<file path="src/rtl/mc_ctrl_pkg.sv">
// Shared encodings for the multi-cycle MIPS-subset control sequencer.
// MULTICYCLE_CONTROL_FSM_ADDI_EN enables the ADDI path in the top.
package mc_ctrl_pkg;

    localparam logic [5:0] OP_RTYPE = 6'd0;
    localparam logic [5:0] OP_J     = 6'd2;
    localparam logic [5:0] OP_BEQ   = 6'd4;
    localparam logic [5:0] OP_BNE   = 6'd5;
    localparam logic [5:0] OP_ADDI  = 6'd8;
    localparam logic [5:0] OP_LW    = 6'd35;
    localparam logic [5:0] OP_SW    = 6'd43;

    localparam logic [5:0] FN_ADD = 6'd32;
    localparam logic [5:0] FN_SUB = 6'd34;
    localparam logic [5:0] FN_AND = 6'd36;
    localparam logic [5:0] FN_OR  = 6'd37;
    localparam logic [5:0] FN_SLT = 6'd42;

    typedef enum logic [2:0] {
        ALU_ADD = 3'd0,
        ALU_SUB = 3'd1,
        ALU_AND = 3'd2,
        ALU_OR  = 3'd3,
        ALU_SLT = 3'd4
    } alu_op_t;

    typedef enum logic [3:0] {
        S_FETCH, S_DECODE, S_EXEC_R, S_R_WB, S_MEM_ADDR, S_MEM_RD,
        S_LW_WB, S_MEM_WR, S_BRANCH, S_JUMP, S_ADDI_EX, S_ADDI_WB
    } state_t;

    localparam logic [1:0] PC_SRC_ALU    = 2'd0;
    localparam logic [1:0] PC_SRC_ALUOUT = 2'd1;
    localparam logic [1:0] PC_SRC_JUMP   = 2'd2;

    localparam logic [1:0] SRCB_B      = 2'd0;
    localparam logic [1:0] SRCB_FOUR   = 2'd1;
    localparam logic [1:0] SRCB_IMM    = 2'd2;
    localparam logic [1:0] SRCB_IMM_SH = 2'd3;

endpackage

</file>
<file path="src/rtl/mc_alu_decoder.sv">
// R-type function field to ALU operation; legal_o flags the supported funcs.
module mc_alu_decoder
    import mc_ctrl_pkg::*;
(
    input  logic [5:0] func_i,
    output alu_op_t    alu_op_o,
    output logic       legal_o
);

    always_comb begin
        alu_op_o = ALU_ADD;
        legal_o  = 1'b1;
        case (func_i)
            FN_ADD:  alu_op_o = ALU_ADD;
            FN_SUB:  alu_op_o = ALU_SUB;
            FN_AND:  alu_op_o = ALU_AND;
            FN_OR:   alu_op_o = ALU_OR;
            FN_SLT:  alu_op_o = ALU_SLT;
            default: legal_o  = 1'b0;
        endcase
    end

endmodule

</file>
<file path="src/rtl/multicycle_control_fsm.sv">
// Multi-cycle control sequencer: state register, instruction counter and state-decoded datapath controls.
// Defining MULTICYCLE_CONTROL_FSM_ADDI_EN makes opcode 8 (ADDI) a legal instruction.
module multicycle_control_fsm
    import mc_ctrl_pkg::*;
#(
    parameter int CNT_W = 32
) (
    input  logic             clk,
    input  logic             rst_n,
    input  logic [5:0]       opcode,
    input  logic [5:0]       func,
    input  logic             zero,
    input  logic             mem_ready,
    output logic             iord,
    output logic             mem_read,
    output logic             mem_write,
    output logic             ir_write,
    output logic             pc_write,
    output logic [1:0]       pc_src,
    output logic             alu_src_a,
    output logic [1:0]       alu_src_b,
    output logic [2:0]       alu_op,
    output logic             reg_dst,
    output logic             mem_to_reg,
    output logic             reg_write,
    output logic             illegal_op,
    output logic [CNT_W-1:0] instr_count
);

    state_t           state_q, state_d;
    logic [CNT_W-1:0] count_q, count_d;
    // LW/SW and BEQ/BNE share states; the distinction is latched in DECODE.
    logic             is_lw_q, is_lw_d;
    logic             is_bne_q, is_bne_d;
    alu_op_t          dec_op;
    logic             func_legal;
    logic             op_legal;

    mc_alu_decoder u_alu_dec (
        .func_i   (func),
        .alu_op_o (dec_op),
        .legal_o  (func_legal)
    );

    always_comb begin
        op_legal = 1'b0;
        case (opcode)
            OP_RTYPE: op_legal = func_legal;
            OP_LW, OP_SW, OP_BEQ, OP_BNE, OP_J: op_legal = 1'b1;
`ifdef MULTICYCLE_CONTROL_FSM_ADDI_EN
            OP_ADDI:  op_legal = 1'b1;
`endif
            default:  op_legal = 1'b0;
        endcase
    end

    always_comb begin
        state_d  = state_q;
        is_lw_d  = is_lw_q;
        is_bne_d = is_bne_q;
        case (state_q)
            S_FETCH:    if (mem_ready) state_d = S_DECODE;
            S_DECODE: begin
                is_lw_d  = (opcode == OP_LW);
                is_bne_d = (opcode == OP_BNE);
                if (!op_legal) begin
                    state_d = S_FETCH;
                end else begin
                    case (opcode)
                        OP_RTYPE:     state_d = S_EXEC_R;
                        OP_LW, OP_SW: state_d = S_MEM_ADDR;
                        OP_BEQ, OP_BNE: state_d = S_BRANCH;
                        OP_J:         state_d = S_JUMP;
                        default:      state_d = S_ADDI_EX;
                    endcase
                end
            end
            S_EXEC_R:   state_d = S_R_WB;
            S_MEM_ADDR: state_d = is_lw_q ? S_MEM_RD : S_MEM_WR;
            S_MEM_RD:   if (mem_ready) state_d = S_LW_WB;
            S_MEM_WR:   if (mem_ready) state_d = S_FETCH;
            S_ADDI_EX:  state_d = S_ADDI_WB;
            default:    state_d = S_FETCH;
        endcase
        count_d = count_q;
        if (state_d == S_FETCH && state_q != S_FETCH) count_d = count_q + 1'b1;
    end

    always_ff @(posedge clk or negedge rst_n) begin
        if (!rst_n) begin
            state_q  <= S_FETCH;
            count_q  <= '0;
            is_lw_q  <= 1'b0;
            is_bne_q <= 1'b0;
        end else begin
            state_q  <= state_d;
            count_q  <= count_d;
            is_lw_q  <= is_lw_d;
            is_bne_q <= is_bne_d;
        end
    end

    assign instr_count = count_q;

    always_comb begin
        iord       = 1'b0;
        mem_read   = 1'b0;
        mem_write  = 1'b0;
        ir_write   = 1'b0;
        pc_write   = 1'b0;
        pc_src     = PC_SRC_ALU;
        alu_src_a  = 1'b0;
        alu_src_b  = SRCB_B;
        alu_op     = ALU_ADD;
        reg_dst    = 1'b0;
        mem_to_reg = 1'b0;
        reg_write  = 1'b0;
        illegal_op = 1'b0;
        case (state_q)
            S_FETCH: begin
                mem_read  = 1'b1;
                alu_src_b = SRCB_FOUR;
                ir_write  = mem_ready;
                pc_write  = mem_ready;
            end
            S_DECODE: begin
                alu_src_b  = SRCB_IMM_SH;
                illegal_op = !op_legal;
            end
            S_EXEC_R: begin
                alu_src_a = 1'b1;
                alu_op    = dec_op;
            end
            S_R_WB: begin
                reg_write = 1'b1;
                reg_dst   = 1'b1;
            end
            S_MEM_ADDR, S_ADDI_EX: begin
                alu_src_a = 1'b1;
                alu_src_b = SRCB_IMM;
            end
            S_MEM_RD: begin
                mem_read = 1'b1;
                iord     = 1'b1;
            end
            S_LW_WB: begin
                reg_write  = 1'b1;
                mem_to_reg = 1'b1;
            end
            S_MEM_WR: begin
                mem_write = 1'b1;
                iord      = 1'b1;
            end
            S_BRANCH: begin
                alu_src_a = 1'b1;
                alu_op    = ALU_SUB;
                pc_src    = PC_SRC_ALUOUT;
                pc_write  = is_bne_q ? !zero : zero;
            end
            S_JUMP: begin
                pc_write = 1'b1;
                pc_src   = PC_SRC_JUMP;
            end
            S_ADDI_WB: reg_write = 1'b1;
            default: ;
        endcase
    end

endmodule

</file>
<file path="config.mk">
export PLATFORM = sky130hd
export DESIGN_NAME = multicycle_control_fsm
export DESIGN_NICKNAME = d
export VERILOG_FILES = /design/src/rtl/mc_ctrl_pkg.sv /design/src/rtl/mc_alu_decoder.sv /design/src/rtl/multicycle_control_fsm.sv
export SDC_FILE = /design/constraint.sdc
export NUM_CORES = 1
export LEC_CHECK = 0
export CAP_MARGIN = 20
export CORE_ASPECT_RATIO = 0.8
export CORE_UTILIZATION = 40
export DETAILED_ROUTE_END_ITERATION = 6
export PLACE_DENSITY = 0.79
export REMOVE_ABC_BUFFERS = 1
export SETUP_SLACK_MARGIN = 0.2
export SLEW_MARGIN = 10
export SYNTH_ARGS = -nofsm -noshare
export SYNTH_HDL_FRONTEND = slang
export SYNTH_SLANG_ARGS = --single-unit
</file>
<file path="constraint.sdc">
create_clock -name clk -period 3.1 [get_ports clk]
set_clock_uncertainty 0.05 [all_clocks]
set_input_delay 0.62 -clock clk [delete_from_list [all_inputs] [get_ports clk]]
set_output_delay 0.62 -clock clk [all_outputs]
set_load 0.05 [all_outputs]
</file>
==> results.cfg <==
[routing]
wirelength_um = 4930
wire_per_inst_um = 13.29
post_drt_via_cell_ratio = 5.191
drt_first_iter_violations = 127
vias = 1926
drc = 2
antenna_left = 0
drt-pass1-iter-count = 6

[synthesis]
seq_area_frac_synth_pct = 43.26
ys_ff_latch = 38
syn_area_um2 = 2198
yosysWarnings = 0
ys_types = 43
synth_cells = 238
post_synth.cell_area_avg_um2 = 9.237

[cells_and_area]
insertedDiodeCount = 0
drive_gt1_share_pct = 10.36
layout_commonest_cell = clkdlybuf4s50_1
layout_common_cells = 51 x clkdlybuf4s50_1, 38 x dfrtp_1, 28 x nor2_1, 23 x xor2_1, 19 x nand2_1
syn_to_final_growth_pct = 36.77
final_cells = 371
nNetsFinal = 326
design_area_um2 = 3007

[sta]
timing.hold.ws_ps = 383.7
rsz0062_at_grt = no
period_share_pct = 90.98
min_period_ps = 2820
setup_viol = 0
drv_slew = 0
max_slew.worst_pin.slew_ps = 823.1
max_slew_margin_pct = 45.13
max_clock_freq_ghz = 0.3546
hold_viol_final = 0

[pwr]
p_per_area_nw_per_um2 = 694.2
leakage_nw = 1.374
ir_worst_vdd_uv = 455.9
p_total_w = 0.002087

[placed_design]
port_buffers = 64
placed_cells = 362
dpl.hpwl_um = 3676
finalWeightedCongestion = 0.7829
place_area_um2 = 2920

[clock_tree]
clock_path_buffers = 2
h-tree-depth = 2
ctsHoldBuffers = 0
clkLatencyLatePin_ps = 280
cts_tree = built
clk_pin_slew_ps = 70
numCtsBuffers = 5
cts_sinks = 38
root_buffer = clkbuf_8

[critical_path]
critPathBufInv = 2
reg2reg_slack_ps = 450
max_stage_delay_ps = 840
required_ps = 2430
r2r-start = state_q[3]$_DFF_PN0_
r2r-end = instr_count[25]$_DFFE_PN0P_
cp_top_family = buffers and inverters
cp_cell_sequence = buf_4 > nor2b_1 > and3_1 > clkdlybuf4s50_1
cp-startpoint = state_q[2]$_DFF_PN0_
critPathLaunchType = register
arrival_ps = 2150
critPathMaxFanout = 14
end_kind = primary output
reg2reg_depth = 6
critPathKind = reg -> out
cpMaxStageDelayCell = clkdlybuf4s50_1

[run_status]
violations = DRC
status = complete, but fails checks

[floorplan]
placementRows = 23
pin_count = 65
die_x_um = 84.89
die-area_um2 = 5798
die_h_um = 68.31
start_util_pct = 42.68
fp.coreArea_um2 = 5151

[grt]
grt_pass1_vias = 1773
grt_max_degree = 39
antenna_found_initial = 0
gr-total-overflow = 0
grt_pass1_wl_um = 8197
grt_usage_pct = 18.11

[min_path]
min_path_type = in -> async

[job]
drv_cap = 0
==> sequential cells by signal, indices dropped and copies added (netlist names) <==
name / count
instr_count: 32
is_bne_q: 1
state_q: 4
is_lw_q: 1
==> kinds of logic (layout without fill, tap and decap cells) <==
logic type | count (synthesis) | in the layout | synth area share (%)
xor gates and xnor gates | 34 | 34 | 13.55
buffers and inverters | 23 | 94 | 5.008
muxes | 3 | 3 | 1.480
AOI/OAI and AO/OA | 21 | 21 | 6.830
adders and majority gates | 1 | 1 | 0.5691
DFF | 38 | 38 | 43.26
and+or+nand+nor | 118 | 118 | 29.31
==> worst max path at each step <==
stage	cells after the start	to
2_1_floorplan	3	alu_op[1]
3_3_place_gp	7	instr_count[19]$_DFFE_PN0P_
3_5_place_dp	7	instr_count[25]$_DFFE_PN0P_
4_1_cts	4	pc_src[0]
5_1_grt	4	pc_src[0]
6_report	4	pc_src[0]
==> synthesized netlist by cell type, drive strengths merged <==
library cell | number | share of area, %
dfrtp | 38 | 43
nor2 | 28 | 4.8
xor2 | 23 | 9.2
nand2 | 19 | 3.2
nor3 | 19 | 4.6
inv | 15 | 2.6
xnor2 | 11 | 4.4
nand3 | 10 | 2.5
nor2b | 7 | 2.0
nor4 | 7 | 2.0
nand4 | 6 | 2.3
nand2b | 5 | 1.4
and4 | 4 | 1.6
buf | 4 | 1.8
clkbuf | 4 | 0.68
o21ai | 4 | 0.91
or4b | 4 | 1.8
and3 | 3 | 0.85
a211o | 2 | 0.80
a21o | 2 | 0.68
a21oi | 2 | 0.46
a22oi | 2 | 0.68
mux2 | 2 | 1.0
nor4b | 2 | 0.80
o31ai | 2 | 0.68
a211oi | 1 | 0.34
a22o | 1 | 0.40
a31oi | 1 | 0.28
ha | 1 | 0.57
mux2i | 1 | 0.46
nand4b | 1 | 0.40
o211a | 1 | 0.46
o211ai | 1 | 0.34
o21a | 1 | 0.34
o21ba | 1 | 0.46
or2 | 1 | 0.28
or3 | 1 | 0.28
or4bb | 1 | 0.51
==> repair_timing <==
action                                  4_1_cts  5_1_grt
gates resized for setup                       4        0
endpoints found under the setup margin        1        0
buffers inserted                              2        0
==> routing by layer <==
| metal | GRT usage, % | up-vias | share of wire [%] |
|---|---|---|---|
| met5 | 0 | - | 0 |
| met2 | 29.07 | 37 | 45 |
| li1 | - | 965 | - |
| met4 | 6.356 | 0 | 1.3 |
| met1 | 24.74 | 918 | 49 |
| met3 | 3.619 | 6 | 4.5 |
==> where the power goes <==
group | switching, W | leakage [nW] | internal, W | total, W
logic | 0.000758 | 0.865 | 0.000395 | 0.00115
clock network | 0.000154 | 0.0383 | 0.000155 | 0.000309
registers | 0.0000661 | 0.470 | 0.000559 | 0.000625
==> worst register-to-register path, stage by stage, from the launching register on <==
cell	delay, ps
dfrtp_1	480
or4b_1	560
or4b_1	530
o211a_1	280
nand4_2	320
nor4_1	130
xor2_1	160
==> cell type report <==
type,instances,area [um2]
Clock buffer,7,76.32
Fill cell,438,2145
Inverter,15,56.30
Multi-Input combinational cell,177,1137
Sequential cell,38,950.9
Tap cell,62,77.57
Timing Repair Buffer,72,708.2
==> metrics by stage <==
step / TNS [ps] / setup slack, ps / utilization, %
2_1_floorplan: -158.2 / -155.4 / -
3_3_place_gp: 0 / 132.2 / 56.69
3_5_place_dp: 0 / 66.27 / 56.69
4_1_cts: 0 / 298.6 / 58.37
5_1_grt: 0 / 211.1 / 58.37
6_report: 0 / 279.7 / 58.37
(Power assumes the default switching activity.)
==> RTL change, RTL diff (same flow settings) <==
Build with the macro `MULTICYCLE_CONTROL_FSM_ADDI_EN` defined.
--- a/src/rtl/multicycle_control_fsm.sv
+++ b/src/rtl/multicycle_control_fsm.sv
@@ -1,5 +1,7 @@
 // Multi-cycle control sequencer: state register, instruction counter and state-decoded datapath controls.
 // Defining MULTICYCLE_CONTROL_FSM_ADDI_EN makes opcode 8 (ADDI) a legal instruction.
+`define MULTICYCLE_CONTROL_FSM_ADDI_EN
+
 module multicycle_control_fsm
     import mc_ctrl_pkg::*;
 #(
Formal check against the unedited RTL: not equivalent (Yosys sat finds a counterexample within 4 cycles, from zero or initial values and one cycle with rst_n low).
==> RTL change against the unedited design <==
The run still ends with DRC left. Sequential cell count did not move. Highest routed layer unchanged. Combinational power rose by 12%. First-iteration DRC count is 16% higher. Via count is 7.3% higher. Fmax decreased by 1.2%. Routed wire length is 18% higher. Area after synthesis decreased by 0.23%. Final area increased by 9.1%. Setup slack worse by 35 ps. Global-route usage up 2.9 points. Total power grew 18%. Critical path depth is 3 higher.
==> RTL change: results (changes against the unedited design) <==
- Vias in the first global route: 1,962 (+11%)
- Hold Crit Class: in2async
- Reg clk slew, reported paths: 90 ps (+20 ps)
- Max incr delay on CP: 520 ps (-320 ps)
- Worst Reg-to-Reg Cells: 8 (+2)
- Most frequent cell after synthesis: dfrtp_1
- P_leak: 1.578 nW (+15%)
- Synth area leaders: dfrtp_1, xor2_1, nor3_1
- Post-synthesis sequential area ratio: 0.4335 (+0.0009870)
- Vias per inst: 5.423 (+4.5%)
- Failing checks: DRC
- Gr usage total: 0.2102 (+0.02914)
- Hold Worst Slack: 371.6 ps (-12.01 ps)
- GPL Wtd Cong: 0.8083 (+3.2%)
- Synth Area in XOR/XNOR: 0.1358 (+0.0003091)
- Post-synthesis adder-cell area fraction: 0.005705 (+0.00001299)
- Compound-gate portion of the synthesized area: 0.07473 (+0.006431)
- Wire per inst: 15.33 um (+15%)
- Post-route DRC violation count: 3 (+1)
- Crit path max-delay family: simple AND/OR/NAND/NOR gates
- Outcome: complete, but fails checks
- Post-synthesis mux area share: 0.01483 (+0.00003377)
- R2R setup slack: 530 ps (+80 ps)
- Arrival time at the worst endpoint: 2190 ps (+40 ps)
- Clock latency on the worst-skew pair: 300 ps (+20 ps)
- HPWL Detailed: 3983 um (+8.3%)
- First-pass GRT wire length: 9370 um (+14%)
- Max-Slew Margin vs Limit: 0.4333 (-0.01792)
- VDD IR-drop max: 695.2 uV (+52%)
- Slowest cell on crit path: or4_4
- Layout cells sized above 1: 0.1850 (+0.08139)
- # nets final: 335 (+2.8%)
-- RTL change: worst max path at each step --
stage / start / endpoint / slack, ps / depth (start not counted)
2_1_floorplan: state_q[0] / alu_op[1] / -510 / 4
3_3_place_gp: opcode[2] / instr_count[24] / -240 / 9
3_5_place_dp: opcode[2] / instr_count[23] / -320 / 9
4_1_cts: opcode[5] / illegal_op / 110 / 7
5_1_grt: state_q[1] / mem_read / 170 / 4
6_report: opcode[4] / illegal_op / 240 / 7
-- RTL change: final cells by class --
cell class | count | area (sq um)
fill | 426 | 1871
multi-input combinational | 178 | 1216
sequential | 38 | 952.2
timing repair buffer | 83 | 852.1
tap | 62 | 77.57
clock buffer | 5 | 68.82
clock inverter | 3 | 68.82
inverter | 12 | 45.04
-- RTL change: metrics by stage --
stage	area (sq um)	cells	total power [W]
after floorplan	2123	228	0.001358
after CTS	3176	378	0.002352
after detailed placement	2994	369	0.001807
after global placement	2994	369	0.001797
final	3281	381	0.002462
after global routing	3281	381	0.002566
-- RTL change: cell families (layout without fill, tap and decap cells) --
kind of cell / after synthesis / after routing
AOI/OAI and AO/OA: 25 / 25
xor gates and xnor gates: 34 / 34
DFF: 38 / 38
buffers and inverters: 23 / 103
muxes: 3 / 3
adders and majority gates: 1 / 1
and+or+nand+nor: 115 / 115
-- RTL change: what timing repair did --
| action | in CTS | in global routing |
|---|---|---|
| resized for setup | 24 | 18 |
| endpoints found under the setup margin | 37 | 35 |
| gates cloned | 0 | 2 |
| buffers inserted | 1 | 1 |
| pin swaps | 5 | 9 |
-- RTL change: power by group --
| part | leakage (nW) | internal [W] | total, W | switching, W |
|---|---|---|---|---|
| logic | 1.01 | 0.000504 | 0.00129 | 0.000785 |
| registers | 0.496 | 0.000560 | 0.000661 | 0.000101 |
| clock network | 0.0683 | 0.000323 | 0.000512 | 0.000190 |
-- RTL change: worst reg2reg max path: stages (launching register included) --
cell       delay [ps]
dfrtp_1           500
nand2b_1          320
a21oi_1            90
a2111oi_2         410
buf_4             190
nand4b_4          200
buf_6             200
nor4_2            320
xor2_1            200
-- RTL change: routing by layer --
layer  vias up  track usage  share of wire
met5         -            0              0
met4         0      0.05932         0.0075
met3         4      0.05187          0.048
met2        58       0.3486           0.48
met1      1008       0.2784           0.47
li1        996            -              -
